--- config.mk ---
export PLATFORM = sky130hd
export DESIGN_NAME = bus_slave_response_unit_flat
export DESIGN_NICKNAME = d
export VERILOG_FILES = /design/src/rtl/bus_slave_response_unit_pkg.sv /design/src/rtl/bus_slave_response_unit_if.sv /design/src/rtl/bus_slave_priority_encoder.sv /design/src/rtl/bus_slave_response_unit.sv /design/src/flat_wrapper.sv
export SDC_FILE = /design/constraint.sdc
export NUM_CORES = 1
export LEC_CHECK = 0
export CELL_PAD_IN_SITES_DETAIL_PLACEMENT = 0
export CELL_PAD_IN_SITES_GLOBAL_PLACEMENT = 1
export CORE_ASPECT_RATIO = 0.6
export CORE_MARGIN = 2
export CORE_UTILIZATION = 30
export CTS_CLUSTER_SIZE = 25
export DETAILED_ROUTE_END_ITERATION = 8
export HOLD_SLACK_MARGIN = 0.06
export PLACE_DENSITY = 0.91
export SLEW_MARGIN = 25
export SYNTH_ARGS = -nofsm -noshare
export SYNTH_HDL_FRONTEND = slang
export SYNTH_SLANG_ARGS = --single-unit
--- constraint.sdc ---
create_clock -name clk -period 2.7 [get_ports clk]
set_input_delay 0.405 -clock clk [delete_from_list [all_inputs] [get_ports clk]]
set_output_delay 0.405 -clock clk [all_outputs]
set_load 0.02 [all_outputs]
--- src/rtl/bus_slave_response_unit_pkg.sv ---
// Shared types, defaults and width helpers for the slave response unit.
package bus_slave_response_unit_pkg;

  localparam int unsigned WORD_DATA_WIDTH         = 32;
  localparam int unsigned BUS_RSP_DEFAULT_TIMEOUT = 255;

  typedef enum logic [1:0] {
    BUS_RSP_STATE_IDLE = 2'd0,
    BUS_RSP_STATE_WAIT = 2'd1,
    BUS_RSP_STATE_RESP = 2'd2
  } bus_rsp_state_e;

  // Watchdog counter width: enough for 0..TIMEOUT_CYCLES, never below one bit.
  function automatic int unsigned rsp_cnt_width(input int unsigned timeout);
    int unsigned w;
    w = $clog2(timeout + 1);
    return (w == 0) ? 1 : w;
  endfunction

  // Slave index width, never below one bit.
  function automatic int unsigned rsp_idx_width(input int unsigned num);
    int unsigned w;
    w = $clog2(num);
    return (w == 0) ? 1 : w;
  endfunction

endpackage

--- src/rtl/bus_slave_response_unit_if.sv ---
// Master/slave-side signal bundle of the response unit; all bus strobes active-low.
interface bus_slave_response_unit_if
  import bus_slave_response_unit_pkg::*;
#(
  parameter int unsigned SLAVE_NUM  = 8,
  parameter int unsigned DATA_WIDTH = WORD_DATA_WIDTH
);

  logic                            master_request_;
  logic [SLAVE_NUM-1:0]            slave_chip_select_;
  logic [SLAVE_NUM*DATA_WIDTH-1:0] slave_read_data;
  logic [SLAVE_NUM-1:0]            slave_ready_;
  logic [DATA_WIDTH-1:0]           master_read_data;
  logic                            master_ready_;
  logic                            master_error_;
  logic                            busy_;

  // View of the response unit itself.
  modport slave (
    input  master_request_, slave_chip_select_, slave_read_data, slave_ready_,
    output master_read_data, master_ready_, master_error_, busy_
  );

  // View of the surrounding interconnect (master port plus decoded slaves).
  modport master (
    output master_request_, slave_chip_select_, slave_read_data, slave_ready_,
    input  master_read_data, master_ready_, master_error_, busy_
  );

endinterface

--- src/rtl/bus_slave_priority_encoder.sv ---
// Picks the lowest-index asserted active-low chip select.
module bus_slave_priority_encoder #(
  parameter int unsigned SLAVE_NUM = 8,
  parameter int unsigned IDX_W     = 3
) (
  input  logic [SLAVE_NUM-1:0] chip_select_,
  output logic [IDX_W-1:0]     idx_c,
  output logic                 valid_c
);

  // Scan from the top down so the lowest asserted index is written last.
  always_comb begin
    idx_c   = '0;
    valid_c = 1'b0;
    for (int i = int'(SLAVE_NUM) - 1; i >= 0; i--) begin
      if (!chip_select_[i]) begin
        idx_c   = IDX_W'(i);
        valid_c = 1'b1;
      end
    end
  end

endmodule

--- src/rtl/bus_slave_response_unit.sv ---
// Registered read-data/ready return path with decode-miss and timeout error responses.
module bus_slave_response_unit
  import bus_slave_response_unit_pkg::*;
#(
  parameter int unsigned SLAVE_NUM      = 8,
  parameter int unsigned DATA_WIDTH     = WORD_DATA_WIDTH,
  parameter int unsigned TIMEOUT_CYCLES = BUS_RSP_DEFAULT_TIMEOUT
) (
  input logic                    clk,
  input logic                    reset_,
  bus_slave_response_unit_if.slave bus
);

  localparam int unsigned IDX_W = rsp_idx_width(SLAVE_NUM);
  localparam int unsigned CNT_W = rsp_cnt_width(TIMEOUT_CYCLES);
  localparam bit          TIMEOUT_EN = (TIMEOUT_CYCLES != 0);
  localparam logic [CNT_W-1:0] CNT_LAST =
    (TIMEOUT_CYCLES == 0) ? '0 : CNT_W'(TIMEOUT_CYCLES - 1);
  localparam logic [CNT_W-1:0] CNT_MAX = '1;

  bus_rsp_state_e        state, state_nx;
  logic [IDX_W-1:0]      idx_q, idx_nx;
  logic [CNT_W-1:0]      cnt_q, cnt_nx;
  logic [DATA_WIDTH-1:0] data_q, data_nx;
  logic                  ready_q, ready_nx;
  logic                  error_q, error_nx;
  logic                  busy_q, busy_nx;

  logic [IDX_W-1:0]      enc_idx;
  logic                  enc_valid;
  logic [DATA_WIDTH-1:0] rd [SLAVE_NUM];

  bus_slave_priority_encoder #(
    .SLAVE_NUM (SLAVE_NUM),
    .IDX_W     (IDX_W)
  ) u_enc (
    .chip_select_ (bus.slave_chip_select_),
    .idx_c        (enc_idx),
    .valid_c      (enc_valid)
  );

  // Unpack the flat read-data bus into per-slave words.
  for (genvar i = 0; i < SLAVE_NUM; i++) begin : g_rd
    assign rd[i] = bus.slave_read_data[i*DATA_WIDTH +: DATA_WIDTH];
  end

  // Next state and next registered outputs; response strobes default inactive.
  always_comb begin
    state_nx = state;
    idx_nx   = idx_q;
    cnt_nx   = cnt_q;
    data_nx  = data_q;
    ready_nx = 1'b1;
    error_nx = 1'b1;
    busy_nx  = 1'b1;
    unique case (state)
      BUS_RSP_STATE_IDLE: begin
        if (!bus.master_request_) begin
          if (!enc_valid) begin
            state_nx = BUS_RSP_STATE_RESP;
            data_nx  = '0;
            ready_nx = 1'b0;
            error_nx = 1'b0;
          end else if (!bus.slave_ready_[enc_idx]) begin
            state_nx = BUS_RSP_STATE_RESP;
            data_nx  = rd[enc_idx];
            ready_nx = 1'b0;
          end else begin
            state_nx = BUS_RSP_STATE_WAIT;
            idx_nx   = enc_idx;
            cnt_nx   = '0;
            busy_nx  = 1'b0;
          end
        end
      end
      BUS_RSP_STATE_WAIT: begin
        if (bus.master_request_) begin
          // Master gave up: drop the access silently.
          state_nx = BUS_RSP_STATE_IDLE;
          cnt_nx   = '0;
        end else if (!bus.slave_ready_[idx_q]) begin
          // Ready beats a coincident timeout.
          state_nx = BUS_RSP_STATE_RESP;
          data_nx  = rd[idx_q];
          ready_nx = 1'b0;
          cnt_nx   = '0;
        end else if (TIMEOUT_EN && (cnt_q == CNT_LAST)) begin
          state_nx = BUS_RSP_STATE_RESP;
          data_nx  = '0;
          ready_nx = 1'b0;
          error_nx = 1'b0;
          cnt_nx   = '0;
        end else begin
          busy_nx = 1'b0;
          if (cnt_q != CNT_MAX) begin
            cnt_nx = cnt_q + CNT_W'(1);
          end
        end
      end
      BUS_RSP_STATE_RESP: begin
        state_nx = BUS_RSP_STATE_IDLE;
      end
      default: begin
        state_nx = BUS_RSP_STATE_IDLE;
      end
    endcase
  end

  // State and output registers.
  always_ff @(posedge clk or negedge reset_) begin
    if (!reset_) begin
      state   <= BUS_RSP_STATE_IDLE;
      idx_q   <= '0;
      cnt_q   <= '0;
      data_q  <= '0;
      ready_q <= 1'b1;
      error_q <= 1'b1;
      busy_q  <= 1'b1;
    end else begin
      state   <= state_nx;
      idx_q   <= idx_nx;
      cnt_q   <= cnt_nx;
      data_q  <= data_nx;
      ready_q <= ready_nx;
      error_q <= error_nx;
      busy_q  <= busy_nx;
    end
  end

  assign bus.master_read_data = data_q;
  assign bus.master_ready_    = ready_q;
  assign bus.master_error_    = error_q;
  assign bus.busy_            = busy_q;

endmodule

--- src/flat_wrapper.sv ---
// flat-port wrapper written by rule: the top's interface ports become plain ports
module bus_slave_response_unit_flat import bus_slave_response_unit_pkg::*;
#(
  parameter int unsigned SLAVE_NUM      = 8,
  parameter int unsigned DATA_WIDTH     = WORD_DATA_WIDTH,
  parameter int unsigned TIMEOUT_CYCLES = BUS_RSP_DEFAULT_TIMEOUT
)
  (clk, reset_, bus_master_request_, bus_slave_chip_select_, bus_slave_read_data, bus_slave_ready_, bus_master_read_data, bus_master_ready_, bus_master_error_, bus_busy_);
  bus_slave_response_unit_if #(.SLAVE_NUM(SLAVE_NUM), .DATA_WIDTH(DATA_WIDTH)) bus_i ();
  input logic clk;
  input logic reset_;
  input wire logic [$bits(bus_i.master_request_)-1:0] bus_master_request_;
  input wire logic [$bits(bus_i.slave_chip_select_)-1:0] bus_slave_chip_select_;
  input wire logic [$bits(bus_i.slave_read_data)-1:0] bus_slave_read_data;
  input wire logic [$bits(bus_i.slave_ready_)-1:0] bus_slave_ready_;
  output wire logic [$bits(bus_i.master_read_data)-1:0] bus_master_read_data;
  output wire logic [$bits(bus_i.master_ready_)-1:0] bus_master_ready_;
  output wire logic [$bits(bus_i.master_error_)-1:0] bus_master_error_;
  output wire logic [$bits(bus_i.busy_)-1:0] bus_busy_;
  assign bus_i.master_request_ = bus_master_request_;
  assign bus_i.slave_chip_select_ = bus_slave_chip_select_;
  assign bus_i.slave_read_data = bus_slave_read_data;
  assign bus_i.slave_ready_ = bus_slave_ready_;
  assign bus_master_read_data = bus_i.master_read_data;
  assign bus_master_ready_ = bus_i.master_ready_;
  assign bus_master_error_ = bus_i.master_error_;
  assign bus_busy_ = bus_i.busy_;
  bus_slave_response_unit #(.SLAVE_NUM(SLAVE_NUM), .DATA_WIDTH(DATA_WIDTH), .TIMEOUT_CYCLES(TIMEOUT_CYCLES)) u_core (.clk(clk), .reset_(reset_), .bus(bus_i));
endmodule
==> flow_summary.ini, run 1 <==
[global_routing]
grt_first_pass_wirelength_microns = 39800
grt_antenna_before_repair = 1
grt_max_degree = 54
grt.overflow.total = 0
grt_use_total_pct = 23.6
first_global_vias = 7002

[layout]
final.fill_count = 1767
area_growth_pct = 65.7
drive_gt1_share_pct = 25.4
fin_util_pct = 51.1
nets = 1167
fin_area_sq_um = 10300

[sta]
finalSetupViolCount = 0
fmax_mhz = 379
timing.setup.tns_ns = 0
skew_ns = 0.00623
slew_viol_final = 0
max_slew_margin_pct = 58.0
finalHoldViolations = 0
post-route-period-util_pct = 97.8
fin_crit_ns = 2.64
rsz0062_at_grt = yes
tightest_slew_ns = 0.630

[place]
hpwl_microns = 20300
placed_area_sq_um = 10100
port_buffers = 309
globalplace.congestion = 0.894

[route]
drc = 0
wl_microns = 26400
via_per_inst = 5.66
vias = 6597
ant_nets = 0
drt_first_iter_violations = 439
firstDrtPassIters = 6
wl_per_cell_microns = 22.7

[yosys]
ys.flop_type = dfrtp_1
netlist_area_sq_um = 6220
ys_warn_count = 0
synth_seq_cells = 48
synthArstFlopShare_pct = 100
synth_nets = 836
postSynthCellCount = 559
yosysUniqueCellTypes = 45
synth_edf_count = 0
avgSynthCellArea_sq_um = 11.1
yosysSeqAreaShare_pct = 19.4

[critical_path]
crit_fanout = 32
slowest_delay_ns = 0.54
path_buf_inv = 2
worstPathArrival_ns = 2.81
reg2reg_depth = 6
r2r-start = u_core.idx_q[0]
crit_chain = clkdlybuf4s50_1 > nor2b_4 > nand2b_1 > a32o_4 > buf_12 > mux4_2 > a211o_1 > mux2_2
setup.worst_path.end_class = register
crit_required_ns = 2.87
critical_path_depth = 8
rr_endpoint = u_core.bus.master_read_data[30]
cp_slowest_cell = mux4_2
crit_type = input port to register
crit_family = multiplexers
start_kind = input port
r2r_setup_slack_ns = 0.25

[power]
p_clk_share_pct = 14.6
power_density_nw_per_um2 = 515
switching_share_pct = 36.4
seq_power_share_pct = 21.6
leakagePower_nw = 3.96
pwr-share-comb_pct = 63.8
intPower_w = 0.00338
total_power_w = 0.00531
ir_drop_v = 0.000350
p_sw_w = 0.00193

[clock_tree]
cts_buffers = 5
clock-sinks = 48
cts_tree = built
path_clk_slew_ns = 0.07
cts_root_buf = clkbuf_16
clk_path_buf_depth = 2
insertion_delay_ns = 0.29
h-tree-depth = 2

[status]
status = complete, no violations

[floorplan]
rows = 40
die_h_microns = 116
io-pin-count = 310
initial_core_util_pct = 30.8
die_x_microns = 190
core_area_sq_um = 20200
die-area_sq_um = 21900

[min_path]
min_to = u_core.bus.master_read_data[14]
min_path_cells = 1
min_from = u_core.bus.master_read_data[14]
hold_class = register to register

[job]
maxCapViolations = 0
[what timing repair did]
item | CTS | global route
resized for setup | 1 | 2
pin swaps | 0 | 1
endpoints found under the hold margin | 13 | 0
hold buffers | 1 | 0
gates cloned | 0 | 0
buffers inserted | 0 | 2
setup endpoints to repair | 35 | 35
[cell families (layout without fill, tap and decap cells)]
| family | Yosys count | count (layout) | synth area share, % |
|---|---|---|---|
| AOI/OAI and AO/OA | 129 | 129 | 14.4 |
| xor gates and xnor gates | 1 | 1 | 0.141 |
| adders and majority gates | 2 | 2 | 0.402 |
| buffers and inverters | 59 | 391 | 4.67 |
| DFF | 48 | 48 | 19.4 |
| muxes | 200 | 200 | 52.6 |
| other | 0 | 1 | 0 |
| and+or+nand+nor | 120 | 120 | 8.45 |
[final cells by class]
cell class / instances / area [sq um] / share of cell area [%]
Inverter: 7 / 26.3 / 0.255
Tap cell: 273 / 342 / 3.31
Sequential cell: 48 / 1210 / 11.8
Timing Repair Buffer: 376 / 3770 / 36.6
Clock inverter: 2 / 38.8 / 0.376
Clock buffer: 6 / 139 / 1.35
Multi-Input combinational cell: 452 / 4780 / 46.3
Antenna cell: 1 / 2.50 / 0.0243
[placed cells by master (no fill, tap or decap), drive strengths merged, types with 5 or more instances in the layout]
cell and count:
nand2 79, dfrtp 45, and2 5, a211o 33
buf 67, nand3 6, o21ai 7, clkdlybuf4s50 307
o22ai 34, inv 7, clkbuf 6, mux4 98
nor2 12, a21oi 37, mux2 36, mux2i 66
[power groups by stage]
| stage | Combinational, W | Sequential, W | Clock (W) |
|---|---|---|---|
| 6_report | 0.00339 | 0.00115 | 0.000774 |
| 5_1_grt | 0.00360 | 0.00117 | 0.000840 |
| 4_1_cts | 0.00341 | 0.00114 | 0.000806 |
| 3_5_place_dp | 0.00339 | 0.00115 | 0 |
| 3_3_place_gp | 0.00335 | 0.00115 | 0 |
| 2_1_floorplan | 0.00175 | 0.00134 | 0 |
[per-layer routing]
| layer | wire (microns) | track usage (%) | up-vias |
|---|---|---|---|
| li1 | - | - | 2942 |
| met1 | 11600 | 32.5 | 3241 |
| met2 | 12000 | 38.6 | 390 |
| met3 | 2440 | 5.06 | 24 |
| met4 | 362 | 5.27 | 0 |
| met5 | 0 | 0 | - |
[worst max-delay path by stage]
stage                                         start                               to  slack, ns
final                     bus_slave_chip_select_[2]  u_core.bus.master_read_data[20]       0.06
after global routing      bus_slave_chip_select_[2]  u_core.bus.master_read_data[22]      -0.01
after CTS                 bus_slave_chip_select_[6]  u_core.bus.master_read_data[20]       0.03
after detailed placement  bus_slave_chip_select_[6]  u_core.bus.master_read_data[20]      -0.40
after global placement    bus_slave_chip_select_[6]  u_core.bus.master_read_data[25]      -0.33
after floorplan                     u_core.idx_q[0]   u_core.bus.master_read_data[4]       0.32
[through the flow]
step                hold slack [ns]  cells  worst slack, ns
finish                        0.511   1165           0.0596
global route                  0.526   1165          -0.0133
CTS                           0.511   1162           0.0317
detailed placement            0.363   1153           -0.400
global placement              0.357   1153           -0.333
floorplan                     0.109    559            0.320
[cell usage after synthesis, types with 7 or more instances]
cell       n  area, sq um
mux4_2    98         2210
dfrtp_1   45         1130
inv_1      7         26.3
mux2_2    36          405
a21oi_1   37          185
buf_2     10         50.1
o22ai_1   34          213
nor2_1    12         45.0
mux2i_1   66          661
a211o_1   33          289
nand2_1   79          297
clkbuf_1  30          113
[flip-flops by register name (all words and copies together), names as in the netlist]
name / count
u_core.idx_q: 3
u_core.bus.master_read_data: 32
u_core.bus.busy_: 1
u_core.bus.master_error_: 1
u_core.cnt_q: 8
u_core.bus.master_ready_: 1
u_core.state: 2
Note: power is estimated with default switching activity, not from simulation.
==> inputs of run 2 (changes only) <==
CORE_UTILIZATION = 28   (was 30)
PLACE_DENSITY = 0.89   (was 0.91)
clock period = 2.2 ns   (was 2.7 ns; I/O delays follow)
==> run 2 against run 1 <==
  * The flow now finishes with violations (setup timing)
  * Clock-buffer cell count is the same
  * Combinational power grew 45%
  * Largest cell class unchanged
  * Hold slack lost 0.0030 ns
  * Register-to-register slack lost 0.31 ns
  * Sequential share of layout area shrank 0.76 points
  * Highest routed layer unchanged
  * Wire length grew 12%
==> flow_summary.ini, run 2 (synthesized netlist as in run 1, its figures left out) <==
[status]
status = complete, but fails checks
failed_checks = setup timing

[layout]
drive_gt1_share_pct = 29.4
regArea_sq_um = 1210
nets = 1201
area_growth_pct = 77.1
largest_register_ffs = 32
final_common_cell = clkdlybuf4s50_1
final.fill_count = 1912
fin_util_pct = 50.3
final_cell_mix = 300 x clkdlybuf4s50_1, 98 x mux4_2, 77 x nand2_1, 64 x mux2i_1, 55 x buf_4
multi_input_area_sq_um = 4850

[critical_path]
worstPathArrival_ns = 2.46
start_kind = register
slowest_delay_ns = 0.55
crit_type = register to register
path_buf_inv = 1
cp_slowest_cell = mux4_2
crit_fanout = 7
crit_required_ns = 2.40
crit_chain = mux4_2 > mux2i_4 > or2_4 > nor2_2 > a31oi_1 > o21ai_1 > buf_4 > mux2_2
crit_family = multiplexers
setup.worst_path.end_class = register

[global_routing]
grt_max_degree = 54
first_global_vias = 7225
grt_use_total_pct = 24.4
grt_first_pass_wirelength_microns = 43300
grt_antenna_before_repair = 4
grt.overflow.total = 0

[sta]
max_slew_margin_pct = 50.8
skew_ns = 0.00829
post-route-period-util_pct = 103
rsz0062_at_grt = yes
fmax_mhz = 442
finalHoldViolations = 0
layout_setup_ws_ns = -0.0635
slew_viol_final = 0
tightest_slew_ns = 0.738
finalSetupViolCount = 36
hold_slack_ns = 0.508
fin_crit_ns = 2.26

[floorplan]
die_x_microns = 196
io-pin-count = 310
rows = 42
die_h_microns = 119
initial_core_util_pct = 28.4
core_area_sq_um = 21900
die-area_sq_um = 23500

[clock_tree]
insertion_delay_ns = 0.31
cts_tree = built
cts_root_buf = clkbuf_16
path_clk_slew_ns = 0.08
clk_path_buf_depth = 2
h-tree-depth = 2
clock-sinks = 48
cts_buffers = 5

[min_path]
hold_class = register to register

[power]
leakagePower_nw = 4.28
power_density_nw_per_um2 = 648
ir_drop_v = 0.000320

[place]
globalplace.congestion = 0.931
dp_worst_setup_slack_ns = -0.670
port_buffers = 309
hpwl_microns = 20900

[job]
maxCapViolations = 0

[route]
ant_nets = 0
wl_microns = 29500
via_per_inst = 5.68
wl_per_cell_microns = 24.3
drt_first_iter_violations = 455
firstDrtPassIters = 5
drc = 0
vias = 6891
==> run 2: changes by cell type in the layout (fill, tap and decap cells not counted), moves of 5 or more <==
| cell | before | now |
|---|---|---|
| buf_16 | 0 | 8 |
| clkbuf_16 | 5 | 10 |
| buf_12 | 14 | 22 |
| clkdlybuf4s50_1 | 307 | 300 |
| buf_6 | 0 | 7 |
==> run 2: through the flow <==
step / TNS, ns / std cells / total power, W / instance area (sq um)
2_1_floorplan: -0.0754 / 559 / 0.00385 / 6260
3_3_place_gp: -25.05 / 1178 / 0.00562 / 10200
3_5_place_dp: -26.06 / 1178 / 0.00566 / 10200
4_1_cts: -1.49 / 1206 / 0.00699 / 10900
5_1_grt: -4.02 / 1214 / 0.00751 / 11000
6_report: -1.03 / 1214 / 0.00714 / 11000
==> run 2: path summary, 6_finish.rpt <==
kind	slack (ns)	from	depth (start not counted)	end
min reg2reg	0.51	u_core.bus.master_read_data[19]	1	u_core.bus.master_read_data[19]
max reg2reg	-0.06	u_core.idx_q[0]	8	u_core.cnt_q[1]
max	-0.06	u_core.idx_q[0]	8	u_core.cnt_q[1]
min	0.51	u_core.bus.master_read_data[19]	1	u_core.bus.master_read_data[19]
max in group asynchronous	0.92	reset_	3	u_core.bus.master_error_
min in group asynchronous	0.58	reset_	2	u_core.bus.master_read_data[28]
==> run 2: report_power, final <==
group	switching (W)	internal, W	total [W]
clock network	0.000408	0.000455	0.000863
logic	0.00202	0.00288	0.00490
registers	0.000202	0.00118	0.00138
==> run 2: routing by layer <==
| metal | part of all wire, % | vias to the layer above | global-route usage, % |
|---|---|---|---|
| li1 | - | 3009 | - |
| met1 | 43 | 3423 | 33.5 |
| met2 | 44 | 428 | 37.8 |
| met3 | 11 | 31 | 7.00 |
| met4 | 1.6 | 0 | 6.53 |
| met5 | 0 | - | 0 |
==> run 2: cell type report <==
cell class / count / area share, %
clock inverters: 2 / 0.136
repair buffers: 410 / 40.0
clock buffers: 6 / 1.26
diodes: 3 / 0.0681
well taps: 286 / 3.25
flip-flops and latches: 48 / 11.0
inverters: 7 / 0.239
multi-input cells: 452 / 44.1
==> run 2: timing repair <==
| item | CTS | global route |
|---|---|---|
| setup endpoints to repair | 42 | 40 |
| pin swaps | 24 | 36 |
| gates resized for setup | 55 | 23 |
| setup buffers | 12 | 3 |
| hold buffers | 1 | 0 |
| gates cloned | 9 | 7 |
| hold endpoints to repair | 4 | 0 |
